**config.mk**
```make
export PLATFORM = sky130hd
export DESIGN_NAME = kypd_scan_nexys_a7
export DESIGN_NICKNAME = d
export VERILOG_FILES = /design/src/rtl/kypd_scan_nexys_a7.sv
export SDC_FILE = /design/constraint.sdc
export NUM_CORES = 1
export LEC_CHECK = 0
export ABC_CLOCK_PERIOD_IN_PS = 6300
export CAP_MARGIN = 25
export CORE_ASPECT_RATIO = 2
export CORE_MARGIN = 10
export CORE_UTILIZATION = 50
export CTS_CLUSTER_SIZE = 8
export DETAILED_ROUTE_END_ITERATION = 6
export GPL_ROUTABILITY_DRIVEN = 1
export GPL_TIMING_DRIVEN = 0
export PLACE_DENSITY_LB_ADDON = 0.25
export SYNTH_ARGS = -nofsm -noshare
export SYNTH_HDL_FRONTEND = slang
export SYNTH_SLANG_ARGS = --single-unit
```
**constraint.sdc**
```tcl
create_clock -name clock -period 6.3 [get_ports clock]
set_input_delay 1.89 -clock clock [delete_from_list [all_inputs] [get_ports clock]]
set_output_delay 1.89 -clock clock [all_outputs]
set_load 0.1 [all_outputs]
```
**src/rtl/kypd_scan_nexys_a7.sv**
```systemverilog
// Pmod KYPD 4x4 matrix scanner with frame-based debounce.
// Emits a hex key code, a press strobe and a display-ready digit word.
module kypd_scan_nexys_a7 #(
    parameter int unsigned SCAN_DIV        = 100000,
    parameter int unsigned DEBOUNCE_FRAMES = 4
) (
    input  logic       clock,
    input  logic       reset,
    input  logic [3:0] row,
    output logic [3:0] col,
    output logic [3:0] key_code,
    output logic       key_valid,
    output logic       key_held,
    output logic [5:0] key_dig
);

    localparam int DIV_W = (SCAN_DIV > 2) ? $clog2(SCAN_DIV) : 1;
    localparam logic [DIV_W-1:0] DIV_LAST = DIV_W'(SCAN_DIV - 1);
    localparam logic [3:0] DEB_N = 4'(DEBOUNCE_FRAMES);

    typedef enum logic [1:0] {
        IDLE,
        PRESS_CHK,
        HELD,
        REL_CHK
    } state_t;

    logic [3:0]       row_m_q;
    logic [3:0]       row_s_q;
    logic [DIV_W-1:0] div_q;
    logic [DIV_W-1:0] div_d;
    logic [1:0]       slot_q;
    logic [1:0]       slot_d;
    logic [3:0]       col_q;
    logic [3:0]       col_d;
    logic [11:0]      smp_q;
    logic [11:0]      smp_d;
    state_t           state_q;
    state_t           state_d;
    logic [3:0]       cnt_q;
    logic [3:0]       cnt_d;
    logic [3:0]       cand_q;
    logic [3:0]       cand_d;
    logic [3:0]       code_q;
    logic [3:0]       code_d;
    logic             valid_q;
    logic             valid_d;
    logic             held_q;
    logic             held_d;
    logic             have_q;
    logic             have_d;
    logic [5:0]       dig_q;
    logic [5:0]       dig_d;

    logic             tick;
    logic             frame_end;
    logic [15:0]      lows;
    logic [4:0]       n_low;
    logic [3:0]       low_pos;
    logic             f_none;
    logic             f_single;
    logic [3:0]       f_key;
    logic             accept;
    logic             rel;

    // Position is {column, row}; map to the printed legend.
    function automatic logic [3:0] pos2hex(input logic [3:0] pos);
        logic [3:0] h;
        unique case (pos)
            4'h0: h = 4'h1;
            4'h1: h = 4'h4;
            4'h2: h = 4'h7;
            4'h3: h = 4'h0;
            4'h4: h = 4'h2;
            4'h5: h = 4'h5;
            4'h6: h = 4'h8;
            4'h7: h = 4'hF;
            4'h8: h = 4'h3;
            4'h9: h = 4'h6;
            4'hA: h = 4'h9;
            4'hB: h = 4'hE;
            4'hC: h = 4'hA;
            4'hD: h = 4'hB;
            4'hE: h = 4'hC;
            4'hF: h = 4'hD;
            default: h = 4'h0;
        endcase
        return h;
    endfunction

    assign tick      = (div_q == DIV_LAST);
    assign frame_end = tick && (slot_q == 2'd3);

    always_comb begin
        div_d  = tick ? '0 : div_q + 1'b1;
        slot_d = tick ? slot_q + 2'd1 : slot_q;
        col_d  = ~(4'b0001 << slot_d);
    end

    always_comb begin
        smp_d = smp_q;
        if (tick) begin
            unique case (slot_q)
                2'd0: smp_d[3:0]  = ~row_s_q;
                2'd1: smp_d[7:4]  = ~row_s_q;
                2'd2: smp_d[11:8] = ~row_s_q;
                default: smp_d = smp_q;
            endcase
        end
    end

    // Column 3 is classified straight from the synchroniser at its tick.
    assign lows = {~row_s_q, smp_q};

    always_comb begin
        n_low   = '0;
        low_pos = '0;
        for (int i = 0; i < 16; i++) begin
            n_low = n_low + {4'd0, lows[i]};
            if (lows[i]) begin
                low_pos = 4'(i);
            end
        end
        f_none   = (n_low == 5'd0);
        f_single = (n_low == 5'd1);
        f_key    = pos2hex(low_pos);
    end

    always_comb begin
        state_d = state_q;
        cnt_d   = cnt_q;
        cand_d  = cand_q;
        accept  = 1'b0;
        rel     = 1'b0;
        if (frame_end) begin
            unique case (state_q)
                IDLE: begin
                    if (f_single) begin
                        cand_d = f_key;
                        if (DEB_N <= 4'd1) begin
                            accept  = 1'b1;
                            cnt_d   = '0;
                            state_d = HELD;
                        end else begin
                            cnt_d   = 4'd1;
                            state_d = PRESS_CHK;
                        end
                    end
                end
                PRESS_CHK: begin
                    if (f_single && f_key == cand_q) begin
                        if (cnt_q + 4'd1 >= DEB_N) begin
                            accept  = 1'b1;
                            cnt_d   = '0;
                            state_d = HELD;
                        end else begin
                            cnt_d = cnt_q + 4'd1;
                        end
                    end else if (f_single) begin
                        cand_d = f_key;
                        cnt_d  = 4'd1;
                    end else begin
                        cnt_d   = '0;
                        state_d = IDLE;
                    end
                end
                HELD: begin
                    if (f_none) begin
                        if (DEB_N <= 4'd1) begin
                            rel     = 1'b1;
                            cnt_d   = '0;
                            state_d = IDLE;
                        end else begin
                            cnt_d   = 4'd1;
                            state_d = REL_CHK;
                        end
                    end
                end
                REL_CHK: begin
                    if (f_none) begin
                        if (cnt_q + 4'd1 >= DEB_N) begin
                            rel     = 1'b1;
                            cnt_d   = '0;
                            state_d = IDLE;
                        end else begin
                            cnt_d = cnt_q + 4'd1;
                        end
                    end else begin
                        cnt_d   = '0;
                        state_d = HELD;
                    end
                end
                default: state_d = IDLE;
            endcase
        end
    end

    always_comb begin
        valid_d = accept;
        code_d  = accept ? cand_d : code_q;
        have_d  = have_q | accept;
        held_d  = held_q;
        if (accept) begin
            held_d = 1'b1;
        end else if (rel) begin
            held_d = 1'b0;
        end
        dig_d = {have_d, code_d, held_d};
    end

    always_ff @(posedge clock or posedge reset) begin
        if (reset) begin
            row_m_q <= 4'hF;
            row_s_q <= 4'hF;
            div_q   <= '0;
            slot_q  <= '0;
            col_q   <= 4'hF;
            smp_q   <= '0;
            state_q <= IDLE;
            cnt_q   <= '0;
            cand_q  <= '0;
            code_q  <= '0;
            valid_q <= 1'b0;
            held_q  <= 1'b0;
            have_q  <= 1'b0;
            dig_q   <= '0;
        end else begin
            row_m_q <= row;
            row_s_q <= row_m_q;
            div_q   <= div_d;
            slot_q  <= slot_d;
            col_q   <= col_d;
            smp_q   <= smp_d;
            state_q <= state_d;
            cnt_q   <= cnt_d;
            cand_q  <= cand_d;
            code_q  <= code_d;
            valid_q <= valid_d;
            held_q  <= held_d;
            have_q  <= have_d;
            dig_q   <= dig_d;
        end
    end

    assign col       = col_q;
    assign key_code  = code_q;
    assign key_valid = valid_q;
    assign key_held  = held_q;
    assign key_dig   = dig_q;

endmodule

```
==> impl_metrics.json <==
{
  "outcome": "complete, no violations",
  "clkTransAtPathRegs_ns": 0.05,
  "yosys-top-cells-area": "dfrtp_1 35%, dfstp_2 9.3%, fa_1 5.9%",
  "diodes": 0,
  "cts-root-buf": "clkbuf_16",
  "ys_types": 57,
  "rsz0062_at_grt": "no",
  "yosysWarnings": 0,
  "avgRoutedWirePerCell_um": 15.4,
  "p_seq_share_pct": 42.1,
  "ys_seq_area_share_pct": 44.8,
  "async_reset_ff_share_pct": 100,
  "synth_top_cell_area_share_pct": 35.5,
  "die-width_um": 78.2,
  "tightestPinTransition_ns": 0.992,
  "fp.coreArea_um2": 6620,
  "pwr-share-clk_pct": 52.0,
  "cts.sinks": 60,
  "die_y_um": 136,
  "fin_crit_sh_pct": 82.3,
  "grt_max_degree": 43,
  "post_cts_buffers": 0,
  "p_int_mw": 0.727,
  "dieArea_um2": 10700,
  "first_iter_violations": 145,
  "cap_violations": 0,
  "dpl-instance-area_um2": 3730,
  "power_frac_comb_pct": 5.8,
  "cp-start-kind": "flop",
  "grt_antenna_before_repair": 0,
  "hold_path.class": "flop to flop",
  "numPortBuffers": 21,
  "place_hpwl_mm": 5.21,
  "ys_ff_latch": 60,
  "wl_mm": 6.93,
  "power_density_nw_per_um2": 232,
  "syn-instance-count": 325,
  "setup_viol": 0,
  "drv_slew": 0,
  "ir_drop_v": 0.000245,
  "tns_ns": 0,
  "cp_data_required_time_ns": 6.51,
  "fin_worst_skew_ns": 0.00752,
  "yosys.area.top_type": "dfrtp_1",
  "numPlacedInstances": 435,
  "cts_buffers": 9,
  "cts_tree": "done",
  "fin_cells": 451,
  "max-slew-margin-rel_pct": 33.6,
  "cts_htree_levels": 3,
  "fmaxAchievable_ghz": 0.193,
  "layout_common_cells": "48 x dfrtp_1, 41 x nand2_1, 30 x inv_1",
  "drc": 0,
  "total_power_mw": 0.936,
  "design_area_um2": 4040,
  "grt_util_all_layers_pct": 13.8,
  "drtPass1Iterations": 4,
  "ys.flop_type": "dfrtp_1",
  "post_cts_resized": 0,
  "fin_nets": 387,
  "postRouteAntennaNets": 0,
  "synth_edf_count": 0,
  "grt_pass1_vias": 2570,
  "mostFrequentLayoutCell": "dfrtp_1",
  "vias": 2413,
  "worst-path-max-fanout": 7,
  "holdBufCountCts": 0,
  "hold_violations": 0,
  "syn-cell-area_um2": 3390,
  "clock_latency_ns": 0.33,
  "worstPathArrival_ns": 5.40,
  "num_rows": 42,
  "gp_congestion": 0.845,
  "grt_overflow": 0,
  "drive_gt1_share_pct": 16.8,
  "postLayoutCoreUtil_pct": 60.9,
  "clockBufferDepth": 2,
  "power.leakage_nw": 1.87,
  "grt_pass1_wl_mm": 11.7,
  "p_sw_mw": 0.209,
  "pin_count": 22,
  "fin_crit_ns": 5.18,
  "via_per_inst": 5.35,
  "swShare_pct": 22.3,
  "mappedNetlistNets": 354,
  "worstSetupPathType": "flop to flop",
  "reg2reg_depth": 19,
  "avgSynthCellArea_um2": 10.4,
  "start_util_pct": 51.1,
  "hold_depth": 0,
  "area_growth_pct": 19.2,
  "cp-end-kind": "flop"
}
[worst max-delay path, stage by stage, from the launching register on]
cell,delay (ns)
dfrtp_1,0.48
inv_1,0.09
fa_1,0.45
fa_1,0.49
inv_1,0.05
fa_1,0.50
inv_1,0.05
fa_1,0.42
inv_1,0.07
ha_1,0.15
inv_1,0.05
fa_1,0.37
nor2_1,0.12
a31oi_1,0.13
nor4b_4,0.48
and3_1,0.35
and2_1,0.15
and4b_1,0.21
buf_6,0.14
mux2_4,0.30
[cell usage after synthesis, types with 2 or more instances]
master / number
and2_1: 5
clkbuf_1: 3
dfstp_2: 12
or4bb_1: 2
a21o_1: 2
ha_1: 13
o21ai_0: 18
o211ai_1: 4
nor2_1: 20
o31ai_1: 3
xnor2_1: 8
a31o_2: 3
nor4_4: 2
nor2b_1: 4
or3_1: 2
a21oi_1: 5
nand2_1: 41
nand3_1: 8
and3_1: 10
xor2_1: 10
or2_2: 3
nand4_1: 8
buf_4: 6
nand2b_1: 2
o21a_1: 2
nor4_1: 3
mux2i_1: 2
a31oi_1: 4
mux2_2: 3
inv_1: 31
mux2_4: 4
dfrtp_1: 48
fa_1: 10
[path summary, 6_finish.rpt]
kind                            start          to  slack, ns
setup / recovery             smp_q[9]  key_dig[1]       1.12
hold / removal             row_m_q[3]  row_s_q[3]       0.35
setup reg to reg             smp_q[9]  key_dig[1]       1.12
hold reg to reg            row_m_q[3]  row_s_q[3]       0.35
max in group asynchronous       reset      col[2]       3.84
min in group asynchronous       reset    smp_q[1]       1.87
[power groups by stage]
stage / clock, mW / sequential [mW] / combinational (mW)
final: 0.487 / 0.394 / 0.0547
after global routing: 0.510 / 0.395 / 0.0622
after CTS: 0.494 / 0.394 / 0.0558
after detailed placement: 0 / 0.401 / 0.0556
after global placement: 0 / 0.401 / 0.0519
after floorplan: 0 / 0.399 / 0.0393
[kinds of logic (layout without fill, tap and decap cells)]
kind of cell	after synthesis	after routing	share of synthesized area (%)
AO/OA/AOI/OAI	50	50	10.1
XOR/XNOR	18	18	4.66
adder cells (fa/ha/maj)	23	23	10.7
buffers and inverters	42	80	5.58
flip-flops	60	60	44.8
multiplexers	9	9	3.36
AND/OR/NAND/NOR	123	123	20.8
[final cells by class]
| type | instances | area (µm²) |
|---|---|---|
| sequential | 60 | 1520 |
| buffer | 11 | 72.6 |
| fill | 588 | 2590 |
| inverter | 31 | 116 |
| timing repair buffer | 22 | 230 |
| clock inverter | 6 | 63.8 |
| clock buffer | 10 | 239 |
| multi-input combinational | 223 | 1690 |
| tap | 88 | 110 |
[sequential cells by signal, summed over array words and instances (netlist names)]
signal	count
div_q	17
smp_q	12
key_dig	6
cand_q	4
cnt_q	4
col	4
row_m_q	4
row_s_q	4
slot_q	2
state_q	2
key_valid	1
[per-layer routing]
| layer | global-route usage [%] | up-vias | routed length (µm) |
|---|---|---|---|
| li1 | - | 1176 | - |
| met1 | 12.5 | 1197 | 2490 |
| met3 | 3.31 | 14 | 165 |
| met2 | 27.2 | 26 | 4110 |
| met4 | 6.51 | 0 | 161 |
| met5 | 0 | - | 0 |
[through the flow]
| stage | hold WS [ns] | setup slack, ns |
|---|---|---|
| 2_1_floorplan | 0.345 | 1.48 |
| 3_3_place_gp | 0.346 | 1.16 |
| 3_5_place_dp | 0.347 | 1.11 |
| 4_1_cts | 0.354 | 1.09 |
| 5_1_grt | 0.363 | 0.822 |
| 6_report | 0.354 | 1.12 |
Note: power is estimated with default switching activity, not from simulation.
==> RTL change (same flow settings) <==
The output `key_dig` loses its register stage (`dig_q` becomes a continuous assignment).
--- a/src/rtl/kypd_scan_nexys_a7.sv
+++ b/src/rtl/kypd_scan_nexys_a7.sv
@@ -223,7 +223,6 @@
             valid_q <= 1'b0;
             held_q  <= 1'b0;
             have_q  <= 1'b0;
-            dig_q   <= '0;
         end else begin
             row_m_q <= row;
             row_s_q <= row_m_q;
@@ -238,9 +237,10 @@
             valid_q <= valid_d;
             held_q  <= held_d;
             have_q  <= have_d;
-            dig_q   <= dig_d;
-        end
-    end
+        end
+    end
+
+    assign dig_q = dig_d;
 
     assign col       = col_q;
     assign key_code  = code_q;
Formal check against the unedited RTL: no difference found for any inputs over 10 cycles, from zero or initial values and one cycle with reset high; that may be too few to reach the edited logic, so the function may still have changed.
==> RTL change against the original RTL <==
- the run now ends with setup timing left
- wire length up 4.8%
- hold slack about the same
- clock skew decreased by 3.3 ps
- worst setup slack got worse by 1900 ps
- combinational power increased by 43%
- power shrank 3.6%
- area after synthesis fell by 2.8%
- utilization rose by 5.1 points
- die area fell by 2.3%
- final area grew 4.2%
- count of clock-buffer cells in the layout increased by 3
- sequential cell count is the same
- critical path type is now flip-flop to output port
- critical endpoint is now key_dig[1]
- largest power group unchanged
==> RTL change: results (changes against the original RTL) <==
INFO  metric run_status = finished with violations
INFO  metric failed_checks = setup timing
INFO  metric crit-reg2reg-capture = key_code[0]$_DFF_PP0_
INFO  metric num-nonclk-buffers = 45 (+36%)
INFO  metric postPlaceCellArea = 0.00368 mm^2 (-1.3%)
INFO  metric setup_slack = -793 ps (-1910 ps)
INFO  metric total_power_per_unit_cell_area = 215 mW/mm^2 (-7.4%)
INFO  metric detailroute.wirelength.met3 = 228 um (+38%)
INFO  metric tot_gr_track_use = 0.147 (+0.00883)
INFO  metric number_of_cells_upsized_or_downsized_after_cts = 64 (+64)
INFO  metric synthCells = 327 (+0.62%)
INFO  metric timing.critical_path.arrival = 5200 ps (-200 ps)
INFO  metric grt_use_met1 = 0.135 (+0.00973)
INFO  metric peakVddDrop = 0.184 mV (-25%)
INFO  metric avgRoutedWirePerCell = 15.5 um (+1.2%)
INFO  metric finalSetupViolCount = 6 (+6)
INFO  metric detailedPlace.worstSlack = -1730 ps (-2840 ps)
INFO  metric slew_headroom = 0.340 (+0.00327)
INFO  metric internal_power = 0.699 mW (-3.8%)
INFO  metric destination_of_the_worst_hold_path = row_s_q[0]$_DFF_PP1_
INFO  metric hold-worst-slack = 354 ps (+0.0490 ps)
INFO  metric finalClockSkew = 4.25 ps (-3.27 ps)
INFO  metric worst_path_max_delay_cell = or4_4
INFO  metric layout-drive-gt1-share = 0.215 (+0.0472)
INFO  metric multiInputGateArea = 0.00172 mm^2 (+2.2%)
INFO  metric number_of_global_route_vias_before_repair = 2666 (+3.7%)
-- RTL change: changes by cell type in the layout (fill, tap and decap cells not counted), sizes merged, moves of 3 or more --
cell | before | now
and2 | 6 | 1
nor3 | 1 | 11
a2111oi | 0 | 3
mux2i | 2 | 5
clkbuf | 13 | 16
nor2 | 20 | 25
inv | 31 | 34
o211ai | 4 | 1
clkdlybuf4s50 | 21 | 15
and3 | 10 | 6
nand2 | 41 | 37
nand3 | 9 | 12
buf | 9 | 27
-- RTL change: kinds of logic (layout without fill, tap and decap cells) --
family / Yosys count / after routing / synth area share
AND/OR/NAND/NOR: 128 / 128 / 0.204
AO/OA/AOI/OAI: 45 / 45 / 0.0856
XOR/XNOR: 18 / 18 / 0.0479
multiplexers: 12 / 12 / 0.0415
flip-flops: 60 / 60 / 0.461
adder cells (fa/ha/maj): 23 / 23 / 0.110
buffers and inverters: 41 / 95 / 0.0494
